===== config.mk =====
export PLATFORM = sky130hd
export DESIGN_NAME = xgmii_rx_fifo_reader
export DESIGN_NICKNAME = d
export VERILOG_FILES = /design/src/rtl/xgmii_rx_fifo_reader.sv
export SDC_FILE = /design/constraint.sdc
export NUM_CORES = 1
export LEC_CHECK = 0
export ABC_AREA = 1
export BUFFER_PORTS_ARGS = -buffer_cell sky130_fd_sc_hd__buf_2
export CAP_MARGIN = 10
export CORE_UTILIZATION = 55
export DETAILED_ROUTE_END_ITERATION = 8
export PLACE_DENSITY_LB_ADDON = 0.15
export SLEW_MARGIN = 20
export SYNTH_ARGS = -nofsm -noshare
export SYNTH_HDL_FRONTEND = slang
export SYNTH_SLANG_ARGS = --single-unit

===== constraint.sdc =====
create_clock -name clk -period 3.5 [get_ports clk]
set_input_delay 0.175 -clock clk [delete_from_list [all_inputs] [get_ports clk]]
set_output_delay 0.175 -clock clk [all_outputs]
set_load 0.05 [all_outputs]

===== src/rtl/xgmii_rx_fifo_reader.sv =====
// rtl/xgmii_rx_fifo_reader.sv - drains XGMII-RX command FIFO into memory-write requests plus data beats
module xgmii_rx_fifo_reader #(
    parameter int MAX_DW = 32,
    parameter int CNT_W  = 16
) (
    input  logic             clk,
    input  logic             sys_rst,
    input  logic [71:0]      fifo_dout,
    input  logic             fifo_empty,
    output logic             fifo_rd_en,
    output logic             req_valid,
    input  logic             req_ready,
    output logic [63:0]      req_addr,
    output logic [9:0]       req_len,
    output logic             req_64,
    output logic             dat_valid,
    input  logic             dat_ready,
    output logic [63:0]      dat,
    output logic [7:0]       dat_be,
    output logic             dat_last,
    output logic [CNT_W-1:0] pkt_count,
    output logic [7:0]       err_count
);

    typedef enum logic [2:0] {
        S_IDLE  = 3'd0,
        S_ADDR  = 3'd1,
        S_REQ   = 3'd2,
        S_DATA  = 3'd3,
        S_DRAIN = 3'd4
    } state_t;

    // Payload limit clamped to the largest encodable length.
    localparam logic [10:0] MAX_EFF = (MAX_DW >= 1024) ? 11'd1024 : 11'(MAX_DW);

    state_t state;
    state_t state_nxt;

    // FIFO head decode
    logic        head_sof;
    logic        head_eof;
    logic [63:0] head_data;

    assign head_sof  = fifo_dout[71];
    assign head_eof  = fifo_dout[70];
    assign head_data = fifo_dout[63:0];

    // Command decode of the head entry; only meaningful when it carries SOF.
    logic [10:0] cmd_eff;
    logic        cmd_fits;
    logic [9:0]  cmd_beats;

    assign cmd_eff   = (head_data[9:0] == 10'd0) ? 11'd1024 : {1'b0, head_data[9:0]};
    assign cmd_fits  = (cmd_eff <= MAX_EFF);
    assign cmd_beats = 10'((cmd_eff + 11'd1) >> 1);

    // Latched command fields
    logic       cmd_64;
    logic [9:0] cmd_len;
    logic       cmd_odd;
    logic [9:0] cmd_nbeats;
    logic [9:0] remaining;
    logic       last_eof;

    // Control strobes
    logic beat_slot;
    logic last_pop;
    logic latch_cmd;
    logic load_addr;
    logic req_done;
    logic beat_pop;
    logic pkt_inc;
    logic err_inc;

    // A new data beat may be fetched when the output register is free or being emptied.
    assign beat_slot = !fifo_empty && (!dat_valid || dat_ready) && (remaining != 10'd0);
    assign last_pop  = (remaining == 10'd1);

    // State register
    always_ff @(posedge clk) begin
        if (sys_rst) begin
            state <= S_IDLE;
        end else begin
            state <= state_nxt;
        end
    end

    // Next-state logic
    always_comb begin
        state_nxt = state;
        case (state)
            S_IDLE: begin
                if (latch_cmd) begin
                    state_nxt = cmd_fits ? S_ADDR : S_DRAIN;
                end
            end
            S_ADDR: begin
                if (!fifo_empty) begin
                    state_nxt = (head_sof || head_eof) ? S_IDLE : S_REQ;
                end
            end
            S_REQ: begin
                if (req_done) begin
                    state_nxt = S_DATA;
                end
            end
            S_DATA: begin
                if (beat_slot && head_sof) begin
                    state_nxt = S_IDLE;
                end else if (beat_pop && head_eof && !last_pop) begin
                    state_nxt = S_IDLE;
                end else if (pkt_inc) begin
                    state_nxt = last_eof ? S_IDLE : S_DRAIN;
                end
            end
            S_DRAIN: begin
                if (!fifo_empty && (head_sof || head_eof)) begin
                    state_nxt = S_IDLE;
                end
            end
            default: state_nxt = S_IDLE;
        endcase
    end

    // Output/strobe logic: FIFO pop and datapath enables per state
    always_comb begin
        fifo_rd_en = 1'b0;
        latch_cmd  = 1'b0;
        load_addr  = 1'b0;
        req_done   = 1'b0;
        beat_pop   = 1'b0;
        pkt_inc    = 1'b0;
        err_inc    = 1'b0;
        if (!sys_rst) begin
            case (state)
                S_IDLE: begin
                    if (!fifo_empty) begin
                        fifo_rd_en = 1'b1;
                        if (head_sof) begin
                            if (head_eof) begin
                                err_inc = 1'b1;
                            end else begin
                                latch_cmd = 1'b1;
                                err_inc   = !cmd_fits;
                            end
                        end
                    end
                end
                S_ADDR: begin
                    if (!fifo_empty) begin
                        if (head_sof) begin
                            // Next packet has started: leave it for IDLE to parse.
                            err_inc = 1'b1;
                        end else begin
                            fifo_rd_en = 1'b1;
                            if (head_eof) begin
                                err_inc = 1'b1;
                            end else begin
                                load_addr = 1'b1;
                            end
                        end
                    end
                end
                S_REQ: begin
                    req_done = req_valid && req_ready;
                end
                S_DATA: begin
                    if (beat_slot) begin
                        if (head_sof) begin
                            err_inc = 1'b1;
                        end else begin
                            fifo_rd_en = 1'b1;
                            beat_pop   = 1'b1;
                            err_inc    = head_eof && !last_pop;
                        end
                    end
                    if ((remaining == 10'd0) && dat_valid && dat_ready) begin
                        pkt_inc = 1'b1;
                    end
                end
                S_DRAIN: begin
                    if (!fifo_empty && !head_sof) begin
                        fifo_rd_en = 1'b1;
                    end
                end
                default: ;
            endcase
        end
    end

    // Command latch, request register, beat register and counters
    always_ff @(posedge clk) begin
        if (sys_rst) begin
            cmd_64     <= 1'b0;
            cmd_len    <= 10'd0;
            cmd_odd    <= 1'b0;
            cmd_nbeats <= 10'd0;
            remaining  <= 10'd0;
            last_eof   <= 1'b0;
            req_valid  <= 1'b0;
            req_addr   <= 64'd0;
            req_len    <= 10'd0;
            req_64     <= 1'b0;
            dat_valid  <= 1'b0;
            dat        <= 64'd0;
            dat_be     <= 8'd0;
            dat_last   <= 1'b0;
            pkt_count  <= '0;
            err_count  <= 8'd0;
        end else begin
            if (latch_cmd) begin
                cmd_64     <= head_data[29];
                cmd_len    <= head_data[9:0];
                cmd_odd    <= cmd_eff[0];
                cmd_nbeats <= cmd_beats;
            end

            if (load_addr) begin
                req_addr  <= cmd_64 ? {head_data[63:2], 2'b00}
                                    : {32'd0, head_data[31:2], 2'b00};
                req_len   <= cmd_len;
                req_64    <= cmd_64;
                req_valid <= 1'b1;
            end else if (req_done) begin
                req_valid <= 1'b0;
                remaining <= cmd_nbeats;
            end

            if (beat_pop) begin
                dat       <= head_data;
                dat_valid <= 1'b1;
                dat_last  <= last_pop || head_eof;
                dat_be    <= (last_pop && cmd_odd) ? 8'h0f : 8'hff;
                last_eof  <= head_eof;
                remaining <= remaining - 10'd1;
            end else if (dat_valid && dat_ready) begin
                dat_valid <= 1'b0;
                dat_last  <= 1'b0;
            end

            if (pkt_inc) begin
                pkt_count <= pkt_count + 1'b1;
            end

            if (err_inc && (err_count != 8'hff)) begin
                err_count <= err_count + 8'd1;
            end
        end
    end

endmodule


==> run metrics <==
Root Driver clkbuf_16; Seq/Total Area, Yosys 0.498; main flop type after synthesis dfxtp_1; drt total wl between 20 and 25 mm; Final Hold Vio Count 0; flops & latches, synth ~200; clock-pin slew on the worst setup and hold paths 60 ps; Die Area between 15000 and 20000 sq um; ant diodes 0; Final #Nets between 1000 and 1500; # resized after CTS 0; Relative slew margins 0.469; Setup WS post-layout 556 ps; pwr/cell area around 460 nW/um^2; hold depth 3; I/O Buffers ~240; Initial Util 0.561; Max VDD drop ~0.00036 V; Synth Instances about 1100; post-synthesis cell area between 8000 and 9000 sq um; critical path's top delay family buffers and inverters; Synth cell types 44; Crit Path Class reg2out; WP buf/inv 3; Final ANT Viol Nets 0; CTS tree yes; main area contributors after synthesis dfxtp_1 50%, nand2_1 11%, nand3_1 10%, o21ai_0 5.7%, a21oi_1 4.2%; Setup Viol. Count Final 0; vias in the first global route 7056; H-tree levels 1; leakage a little under 5 nW; gpl congestion about 0.87; DRC Markers 0; worst-margin pin slew 796 ps; setup TNS 0 ps; Core ar. between 10000 and 15000 sq um; Startpoint Class register; Synth async-reset ratio 0; hpwl dp between 10 and 15 mm; layout cells sized above 1 0.233; drt pass-1 iters 5; Stages on worst setup path 9; post-CTS setup buffers 0; Fmax ~0.34 GHz; Crit. End Element primary output; Setup WS pre-CTS 1040 ps; count leader, synth nand2_1; R2R cell count 12; run status completed; IO Count around 250; number of synthesized flops with an enable pin 0; Yosys Warn Count 0; std cell rows 44; clk buf depth 3; list of most frequent post-synthesis cells 238 x nand2_1, 202 x dfxtp_1, 165 x nand3_1, 93 x o21ai_0; Period minus WS final around 3000 ps; worst path cell trace inv_1, ha_1, nand2_1, nor2_2, nand3_2, nand3_4, buf_4, a31oi_1, buf_2; skew final between 10 and 15 ps; via count 8068; CP required between 3000 and 4000 ps; crit-path max cell delay approximately 650 ps; number of max-cap violations 0; area growth from synthesis to layout 29.8%; first-pass GRT wire length 33.7 mm; Synth top area share 0.498; largest area contributor in the netlist dfxtp_1; final worst-path cycle share 0.841; largest net degree at the start of global routing 74; DR vias/cell approximately 5.3; crit path DAT about 2800 ps; GRT Util Overall 0.272; Clock Latency Late Sink about 490 ps; total CTS buffers 21; largest fanout on the critical path 70; Chip Width roughly 120 microns; Max Slew Vio Count 0; GR Overflow Total 0; height of the die 123 microns; initial antenna violation count 0; clk sink count approximately 200; Min-Delay Path Class in2reg; drt wl/cell 14.5 microns; CP max-delay cell buf_4; RSZ-0062 raised after global routing no; Detailed Route Iter0 Violations between 500 and 600; Mean Syn Cell Area about 7.7 sq um
## layout make-up
type,instances,area [sq um]
tap,184,230
fill,1216,3940
inverter,75,284
multi-input combinational,704,3480
timing repair buffer,312,1880
sequential,202,4040
clock inverter,3,15.0
clock buffer,32,597
## cell families (layout without fill, tap and decap cells)
group,after synthesis,after routing,share of synthesized area
other cells,1,2,0.000462
xor+xnor,18,18,0.0194
fa+ha+maj,7,7,0.0108
flops,202,202,0.498
compound gates,191,191,0.125
simple gates,486,486,0.273
buf+inv,146,422,0.0738
## cells in the final DEF (no fill, tap or decap), drive strengths merged, types with 2 or more instances in the layout
| cell | instances |
|---|---|
| dfxtp | 202 |
| nor3b | 2 |
| nor2 | 41 |
| xor2 | 14 |
| clkbuf | 32 |
| buf | 252 |
| or2 | 2 |
| clkinv | 4 |
| ha | 7 |
| a21oi | 68 |
| inv | 74 |
| o211ai | 11 |
| o21ai | 101 |
| xnor2 | 4 |
| a31oi | 5 |
| nand3 | 169 |
| dlygate4sd3 | 60 |
| nand4 | 12 |
| nor3 | 14 |
| nand2 | 242 |
| conb | 2 |
## timing repair
| action | CTS | global route |
|---|---|---|
| setup endpoints to repair | 0 | 0 |
| hold endpoints to repair | 113 | 0 |
| hold buffers | 60 | 0 |
## power breakdown
group | internal (mW) | total, mW | switching (mW)
registers | 2.34 | 2.37 | 0.0326
logic | 0.156 | 0.465 | 0.310
clock network | 1.17 | 2.02 | 0.855
## metal layers
layer  wire (microns)  global-route usage  up-vias  part of all wire
met5                0                   0        -                 0
met4              595              0.0986        0             0.027
met3             1200              0.0452       49             0.055
met2            10400               0.446      247              0.47
met1             9700               0.359     3753              0.44
li1                 -                   -     4019                 -
## through the flow
step / cells / power [mW] / hold slack, ps / util / instance area, sq um
6_report: 1512 / 4.86 / 19.2 / 0.728 / 10500
5_1_grt: 1512 / 5.03 / 28.4 / 0.728 / 10500
4_1_cts: 1512 / 4.88 / 10.6 / 0.728 / 10500
3_5_place_dp: 1417 / 2.83 / 381 / 0.644 / 9320
3_3_place_gp: 1417 / 2.82 / 378 / 0.644 / 9320
2_1_floorplan: 1052 / 2.70 / 278 / - / 8120
## worst min-delay path: cells and delay by family
family | cells | cell delay [ps]
AO/OA/AOI/OAI | 1 | 120
XOR/XNOR | 1 | 70
buffers and inverters | 1 | 110
## sequential cells by signal (all words and copies together) (netlist names)
name,cells
state,3
req_valid,1
cmd_odd,1
cmd_nbeats,10
req_len,10
last_eof,1
remaining,10
dat_be,2
err_count,8
req_64,1
cmd_len,10
dat,64
pkt_count,16
cmd_64,1
dat_last,1
req_addr,62
dat_valid,1
## worst paths after layout
kind / start / end / slack, ps
worst min register to register: cmd_len[9]$_SDFFE_PP0P_ / cmd_len[9]$_SDFFE_PP0P_ / 460
worst max register to register: remaining[0]$_SDFFE_PP0P_ / remaining[3]$_SDFFE_PP0P_ / 1040
worst max-delay path: remaining[0]$_SDFFE_PP0P_ / fifo_rd_en / 560
worst min-delay path: fifo_dout[2] / cmd_nbeats[1]$_SDFFE_PP0P_ / 20
(Power assumes the default switching activity.)
